**src/rtl/run_ctrl_pkg.sv**
```systemverilog
// Shared types and sizing helpers for the core reset/run sequencer.
package run_ctrl_pkg;

  typedef enum logic [1:0] {
    IDLE = 2'd0,
    HOLD = 2'd1,
    RUN  = 2'd2,
    DONE = 2'd3
  } run_state_t;

  // Hold-counter value at which the last core is released (and RUN begins).
  function automatic int hold_last(input int reset_cycles, input int num_cores, input int stagger);
    return reset_cycles + (num_cores - 1) * stagger;
  endfunction

  function automatic int hold_cnt_width(input int reset_cycles, input int num_cores, input int stagger);
    return $clog2(hold_last(reset_cycles, num_cores, stagger) + 1);
  endfunction

endpackage

```
**src/rtl/run_controller.sv**
```systemverilog
// Holds the cores in reset, releases them (optionally staggered), bounds the run
// to MAX_CYCLES and reports whether all cores halted or the budget ran out.
module run_controller
  import run_ctrl_pkg::*;
#(
  parameter int NUM_CORES    = 2,
  parameter int RESET_CYCLES = 2,
  parameter int STAGGER      = 0,
  parameter int MAX_CYCLES   = 1000,
  parameter int CNT_W        = $clog2(MAX_CYCLES + 1)
) (
  input  logic                 clk,
  input  logic                 reset,
  input  logic                 start,
  input  logic                 clear,
  input  logic [NUM_CORES-1:0] halt_i,
  output logic [NUM_CORES-1:0] core_reset,
  output logic                 running,
  output logic                 done,
  output logic                 timeout,
  output logic [NUM_CORES-1:0] halted,
  output logic [CNT_W-1:0]     cycle_count
);

  localparam int HOLD_LAST = hold_last(RESET_CYCLES, NUM_CORES, STAGGER);
  localparam int HOLD_W    = hold_cnt_width(RESET_CYCLES, NUM_CORES, STAGGER);

  run_state_t            state_q;
  logic [HOLD_W-1:0]     hold_cnt_q;
  logic [NUM_CORES-1:0]  core_reset_q;
  logic                  running_q;
  logic                  done_q;
  logic                  timeout_q;
  logic [NUM_CORES-1:0]  halted_q;
  logic [CNT_W-1:0]      cycle_cnt_q;

  logic [HOLD_W-1:0]     hold_cnt_d;
  logic [NUM_CORES-1:0]  release_hit;
  logic [NUM_CORES-1:0]  halted_d;
  logic [CNT_W-1:0]      cycle_cnt_d;
  logic                  budget_last;

  // Value the hold counter takes at this edge; never exceeds HOLD_LAST while in HOLD.
  assign hold_cnt_d = hold_cnt_q + HOLD_W'(1);

  for (genvar gi = 0; gi < NUM_CORES; gi++) begin : g_release
    localparam logic [HOLD_W-1:0] REL_AT = HOLD_W'(RESET_CYCLES + gi * STAGGER);
    assign release_hit[gi] = (hold_cnt_d >= REL_AT);
  end

  // Cores still in reset cannot report a halt.
  assign halted_d    = halted_q | (halt_i & ~core_reset_q);
  assign cycle_cnt_d = (cycle_cnt_q == CNT_W'(MAX_CYCLES)) ? cycle_cnt_q : cycle_cnt_q + CNT_W'(1);
  assign budget_last = (cycle_cnt_q == CNT_W'(MAX_CYCLES - 1));

  always_ff @(posedge clk) begin
    if (!reset) begin
      state_q      <= IDLE;
      hold_cnt_q   <= '0;
      core_reset_q <= '1;
      running_q    <= 1'b0;
      done_q       <= 1'b0;
      timeout_q    <= 1'b0;
      halted_q     <= '0;
      cycle_cnt_q  <= '0;
    end else begin
      case (state_q)
        IDLE: begin
          core_reset_q <= '1;
          if (start) begin
            state_q    <= HOLD;
            hold_cnt_q <= '0;
          end
        end
        HOLD: begin
          hold_cnt_q   <= hold_cnt_d;
          core_reset_q <= ~release_hit;
          if (hold_cnt_d == HOLD_W'(HOLD_LAST)) begin
            state_q     <= RUN;
            running_q   <= 1'b1;
            cycle_cnt_q <= '0;
          end
        end
        RUN: begin
          cycle_cnt_q <= cycle_cnt_d;
          halted_q    <= halted_d;
          // A full halt mask wins over budget exhaustion on the same edge.
          if (&halted_d) begin
            state_q      <= DONE;
            running_q    <= 1'b0;
            done_q       <= 1'b1;
            timeout_q    <= 1'b0;
            core_reset_q <= '1;
          end else if (budget_last) begin
            state_q      <= DONE;
            running_q    <= 1'b0;
            done_q       <= 1'b1;
            timeout_q    <= 1'b1;
            core_reset_q <= '1;
          end
        end
        DONE: begin
          if (clear) begin
            state_q     <= IDLE;
            done_q      <= 1'b0;
            timeout_q   <= 1'b0;
            halted_q    <= '0;
            cycle_cnt_q <= '0;
          end
        end
        default: state_q <= IDLE;
      endcase
    end
  end

  assign core_reset  = core_reset_q;
  assign running     = running_q;
  assign done        = done_q;
  assign timeout     = timeout_q;
  assign halted      = halted_q;
  assign cycle_count = cycle_cnt_q;

endmodule

```
**config.mk**
```make
export PLATFORM = sky130hd
export DESIGN_NAME = run_controller
export DESIGN_NICKNAME = d
export VERILOG_FILES = /design/src/rtl/run_ctrl_pkg.sv /design/src/rtl/run_controller.sv
export SDC_FILE = /design/constraint.sdc
export NUM_CORES = 1
export LEC_CHECK = 0
export ABC_AREA = 0
export BUFFER_PORTS_ARGS = -buffer_cell sky130_fd_sc_hd__buf_4
export CORE_MARGIN = 10
export CORE_UTILIZATION = 35
export DETAILED_ROUTE_END_ITERATION = 7
export GPL_TIMING_DRIVEN = 0
export PLACE_DENSITY = 0.6
export SLEW_MARGIN = 20
export SYNTH_ARGS = -nofsm -noshare
export SYNTH_HDL_FRONTEND = slang
export SYNTH_SLANG_ARGS = --single-unit
```
**constraint.sdc**
```tcl
create_clock -name clk -period 4.3 [get_ports clk]
set_clock_uncertainty 0.05 [all_clocks]
set_input_delay 0.645 -clock clk [delete_from_list [all_inputs] [get_ports clk]]
set_output_delay 0.645 -clock clk [all_outputs]
set_load 0.05 [all_outputs]
```
==> impl_metrics.ini, run 1 <==
[outcome]
status = complete, no violations

[critical_path]
cpPeakStageDelay_ns = 0.60
crit_type = reg2reg
crit_fanout = 10
worst_setup_path_start_kind = register
cp_slowest_cell = o311ai_2
cp-end-kind = register
worst-endpoint-arrival_ns = 2.32
critical_path.top_delay_family = compound AO/OA/AOI/OAI gates
cp_cell_sequence = inv_1, ha_1, clkbuf_2, o311ai_2, buf_4, nor2_1, a211oi_1
crit_buf_inv = 3
worst-endpoint-required_ns = 4.48

[synthesis]
synth_cells = 140
syn_area_mm2 = 0.00117
synth_edf_count = 0
yosysSeqAreaShare = 0.343
synth.distinct_cells = 43
synth_seq_cells = 20
synth_top_area_cell = dfxtp_1
ys.flop_type = dfxtp_1
syn_nets = 154
synth.top_cell.area_share = 0.343
syn_avg_cell_area_um2 = 8.33
ys_warn_count = 0
synth_area_leaders = dfxtp_1 34%, ha_1 8.6%, a21oi_1 5.6%
async_flop_share = 0

[cells_and_area]
final_cell_mix = 24 x buf_4, 20 x dfxtp_1, 13 x a21oi_1, 12 x nand2_1, 9 x nor2_1
fill_cells = 333
area_growth_pct = 22.0
fin_util = 0.455
diodes = 0
final_common_cell = buf_4
final_nets = 181
final_layout_size_suffix_gt1_frac = 0.217

[sta]
hold_slack_ns = 0.409
period_share = 0.498
layout_min_cycle_time_ns = 2.14
tns_ns = 0
max_freq_mhz = 467
max_slew.worst_pin.slew_ns = 0.851
slew_viol_final = 0
hold_viol_final = 0
setup_viol = 0
max_slew_margin = 0.428
rsz0062_at_grt = no

[pwr]
power.share.switching = 0.429
p_comb_frac = 0.468
p_seq_frac = 0.350
power.leakage_nw = 0.524
p_switching_w = 0.000272
irDropWorstVdd_v = 0.000204
p_per_area_mw_per_mm2 = 446
p_int_w = 0.000363
clkPwrFrac = 0.182

[cts]
htree_levels = 1
clk_pin_slew_ns = 0.11
clock_latency_ns = 0.32
ctsLongestPathBuffers = 2
cts_buffers = 3
tritoncts = yes
postCtsSetupRepairBufs = 0
cts.sinks = 20
cts_resized = 0
root_buffer = clkbuf_4
cts_hold_buf = 0

[placed_design]
hpwl_mm = 2.27
portBuffers = 22
place_congestion = 0.780

[global_route]
overflow = 0
grt_use_total = 0.103
antenna_found_initial = 0
grt_pass1_wl_mm = 5.21
grt_max_degree = 12
grt_pass1_vias = 1131

[route]
post_drt_wl_per_cell_um = 14.2
drc_errors = 0
drt_iter0_markers = 72
antenna_left = 0
dr.pass1.iters = 4
wirelength_mm = 2.98
vias = 1114
drt-vias-per-instance = 5.30

[floorplanning]
coreArea_mm2 = 0.00313
die_h_um = 77.7
initial_core_util = 0.373
boundaryPins = 23
fp.dieW_um = 77.7
die_area_mm2 = 0.00604
rows = 20

[worst_hold_path]
hp-class = reg2reg

[flow_run]
cap_violations = 0
[kinds of logic (layout without fill, tap and decap cells)]
| logic type | count (synthesis) | after routing | synth area share |
|---|---|---|---|
| compound gates | 40 | 40 | 0.226 |
| fa+ha+maj | 8 | 8 | 0.0858 |
| buf+inv | 15 | 41 | 0.0622 |
| flops | 20 | 20 | 0.343 |
| mux | 2 | 2 | 0.0182 |
| simple gates | 55 | 55 | 0.264 |
[final timing paths]
check                          start                     endpoint  slack [ns]  cells after the start
max          state_q[1]$_SDFFE_PN0P_  cycle_count[3]$_SDFFE_PN0P_        2.16                      7
min                done$_SDFFE_PN0P_            done$_SDFFE_PN0P_        0.41                      2
max reg2reg  state_q[1]$_SDFFE_PN0P_  cycle_count[3]$_SDFFE_PN0P_        2.16                      7
min reg2reg        done$_SDFFE_PN0P_            done$_SDFFE_PN0P_        0.41                      2
[worst register-to-register path: stages (launching register included)]
cell,delay (ns)
dfxtp_1,0.40
inv_1,0.10
ha_1,0.19
clkbuf_2,0.17
o311ai_2,0.60
buf_4,0.29
nor2_1,0.06
a211oi_1,0.21
[flip-flops by register name, indices dropped and copies added, names as in the netlist]
name and cells:
hold_cnt_q 2, halted 2, timeout 1, core_reset 1, running 1, state_q 2
done 1, cycle_count 10
[power by group through the flow]
stage | Clock (W) | Sequential [W] | Combinational (W)
floorplan | 0 | 0.000253 | 0.000197
global placement | 0 | 0.000225 | 0.000293
detailed placement | 0 | 0.000227 | 0.000298
CTS | 0.000118 | 0.000223 | 0.000299
global route | 0.000126 | 0.000225 | 0.000330
finish | 0.000116 | 0.000222 | 0.000297
[Yosys cell counts (all sizes together) (2+ instances only)]
| master | n |
|---|---|
| nand2b | 8 |
| and3 | 2 |
| dfxtp | 20 |
| nand4 | 2 |
| nor2 | 9 |
| a31oi | 2 |
| o31ai | 5 |
| buf | 3 |
| nand2 | 12 |
| o21ai | 8 |
| nand3b | 2 |
| or4 | 5 |
| nor2b | 2 |
| ha | 8 |
| nor3 | 2 |
| a21oi | 15 |
| clkbuf | 3 |
| or3 | 3 |
| nand3 | 5 |
| inv | 8 |
[area by class of cell]
type	count	area, um2	share of cell area
timing repair buffer	22	165	0.116
buffer	6	38.8	0.0273
tap	44	55.1	0.0387
multi-input combinational	105	693	0.487
sequential	20	400	0.281
clock buffer	4	36.3	0.0255
inverter	9	33.8	0.0237
[per-layer routing]
layer / vias up / routed length [um] / global-route usage
met1: 535 / 1350 / 0.114
met4: 0 / 35 / 0.0365
met3: 5 / 105 / 0.0323
met2: 12 / 1490 / 0.181
met5: - / 0 / 0
li1: 562 / - / -
[per-stage QoR]
step	cells	setup slack, ns	power [W]	instance area [um2]
finish	210	2.16	0.000635	1420
global route	210	1.94	0.000681	1420
CTS	210	2.16	0.000640	1420
detailed placement	206	2.17	0.000525	1390
global placement	206	2.21	0.000518	1390
floorplan	140	2.22	0.000450	1170
Power figures use the tool's default switching activity.
==> inputs of run 2 (changes only) <==
PLACE_DENSITY = 0.62   (was 0.6)
clock period = 1.95 ns   (was 4.3 ns; I/O delays follow)
==> run 2 against run 1 <==
Die area did not move; sequential power rose by 130%; non-clock buffer count did not move; highest routed layer unchanged; global-route usage fell by 0.58 points.
==> impl_metrics.ini, run 2 (synthesized netlist as in run 1, its figures left out) <==
[sta]
slew_viol_final = 0
hold_slack_ns = 0.245
max_slew.worst_pin.slew_ns = 0.521
period_share = 0.951
setup_viol = 0
layout_min_cycle_time_ns = 1.85
max_slew_margin = 0.652
max_freq_mhz = 539
hold_viol_final = 0
rsz0062_at_grt = no
fin_ws_ns = 0.0963

[global_route]
grt_pass1_wl_mm = 4.95
grt_pass1_vias = 1096
grt_max_degree = 12
antenna_found_initial = 0
grt_use_total = 0.0974
overflow = 0

[pwr]
p_int_w = 0.000875
power_w = 0.00151
p_per_area_mw_per_mm2 = 1010
p_seq_frac = 0.332
p_comb_frac = 0.504
p_switching_w = 0.000635
irDropWorstVdd_v = 0.000474
power.share.switching = 0.420
power.leakage_nw = 0.541
clkPwrFrac = 0.164

[cells_and_area]
final_layout_size_suffix_gt1_frac = 0.307
diodes = 0
largest_reg_flops = 10
fill_cells = 314
final_nets = 181
fin_util = 0.480
area_growth_pct = 28.8
final_common_cell = buf_4
stdcell_area_mm2 = 0.00150
final_cell_mix = 24 x buf_4, 13 x a21oi_1, 12 x nand2_1, 12 x dfxtp_1, 9 x nor2_1

[placed_design]
portBuffers = 22
place_ws_ns = -0.243
place_congestion = 0.754
placed_area_mm2 = 0.00139
hpwl_mm = 2.22

[route]
dr.pass1.iters = 4
drt_iter0_markers = 67
drc_errors = 0
post_drt_wl_per_cell_um = 13.9
wirelength_mm = 2.93
antenna_left = 0
vias = 1092
drt-vias-per-instance = 5.20

[floorplanning]
initial_core_util = 0.373
coreArea_mm2 = 0.00313
rows = 20
die_h_um = 77.7
fp.dieW_um = 77.7
boundaryPins = 23
die_area_mm2 = 0.00604

[worst_hold_path]
hp-class = in2reg

[cts]
htree_levels = 1
clock_latency_ns = 0.30
cts.sinks = 20
cts_buffers = 3
clk_pin_slew_ns = 0.12
ctsLongestPathBuffers = 2
cts_hold_buf = 0
root_buffer = clkbuf_4
tritoncts = yes

[critical_path]
cp-end-kind = register
worst_setup_path_start_kind = register
worst-endpoint-required_ns = 2.14
crit_fanout = 8
worst-endpoint-arrival_ns = 2.04
crit_type = reg2reg

[flow_run]
cap_violations = 0

[outcome]
status = complete, no violations
## run 2: cell types whose count changed in the layout (fill, tap and decap cells not counted), sizes merged
| cell | change |
|---|---|
| buf | +1 |
| clkbuf | -1 |
## run 2: routing by layer
metal  up-vias  wire, um  global-route usage
li1        564         -                   -
met1       518      1320               0.112
met2         8      1510               0.172
met3         2        89              0.0230
met4         0        13              0.0328
met5         -         0                   0
## run 2: power by group through the flow
| stage | registers (W) | clock network [W] | logic [W] |
|---|---|---|---|
| after floorplan | 0.000561 | 0 | 0.000434 |
| after global placement | 0.000498 | 0 | 0.000647 |
| after detailed placement | 0.000504 | 0 | 0.000658 |
| after CTS | 0.000495 | 0.000260 | 0.000709 |
| after global routing | 0.000508 | 0.000279 | 0.000839 |
| final | 0.000501 | 0.000248 | 0.000761 |
## run 2: what timing repair did
item                                    in CTS  in global routing
pin swaps                                    1                  1
endpoints found under the setup margin      10                 11
cloned                                       0                  0
setup buffers                                0                  1
gates resized for setup                      6                 10
## run 2: final cells by class
class,count,area (um2),share of cell area
buffer,5,41.3,0.0275
clock buffer,4,36.3,0.0242
inverter,9,33.8,0.0225
multi-input combinational,105,752,0.501
sequential,20,410,0.273
tap,44,55.1,0.0367
timing repair buffer,23,173,0.115
## run 2: worst paths after layout
check / depth (start not counted) / end / start / slack [ns]
worst min register to register: 2 / done$_SDFFE_PN0P_ / done$_SDFFE_PN0P_ / 0.42
worst min-delay path: 3 / core_reset[0]$_SDFFE_PN1P_ / reset / 0.24
worst max register to register: 7 / cycle_count[7]$_SDFFE_PN0P_ / state_q[1]$_SDFFE_PN0P_ / 0.1
worst max-delay path: 7 / cycle_count[7]$_SDFFE_PN0P_ / state_q[1]$_SDFFE_PN0P_ / 0.1
## run 2: worst max-delay path, cell delays in order, from the launching register on
cell      delay, ns
dfxtp_2        0.38
inv_1          0.10
ha_4           0.21
nand2b_4       0.11
o311ai_4       0.16
buf_4          0.18
or4_1          0.45
a21oi_1        0.14
## run 2: through the flow
step                std cells  setup TNS, ns
global placement          206          -1.35
CTS                       209              0
floorplan                 140              0
finish                    210              0
global route              210              0
detailed placement        206          -1.91
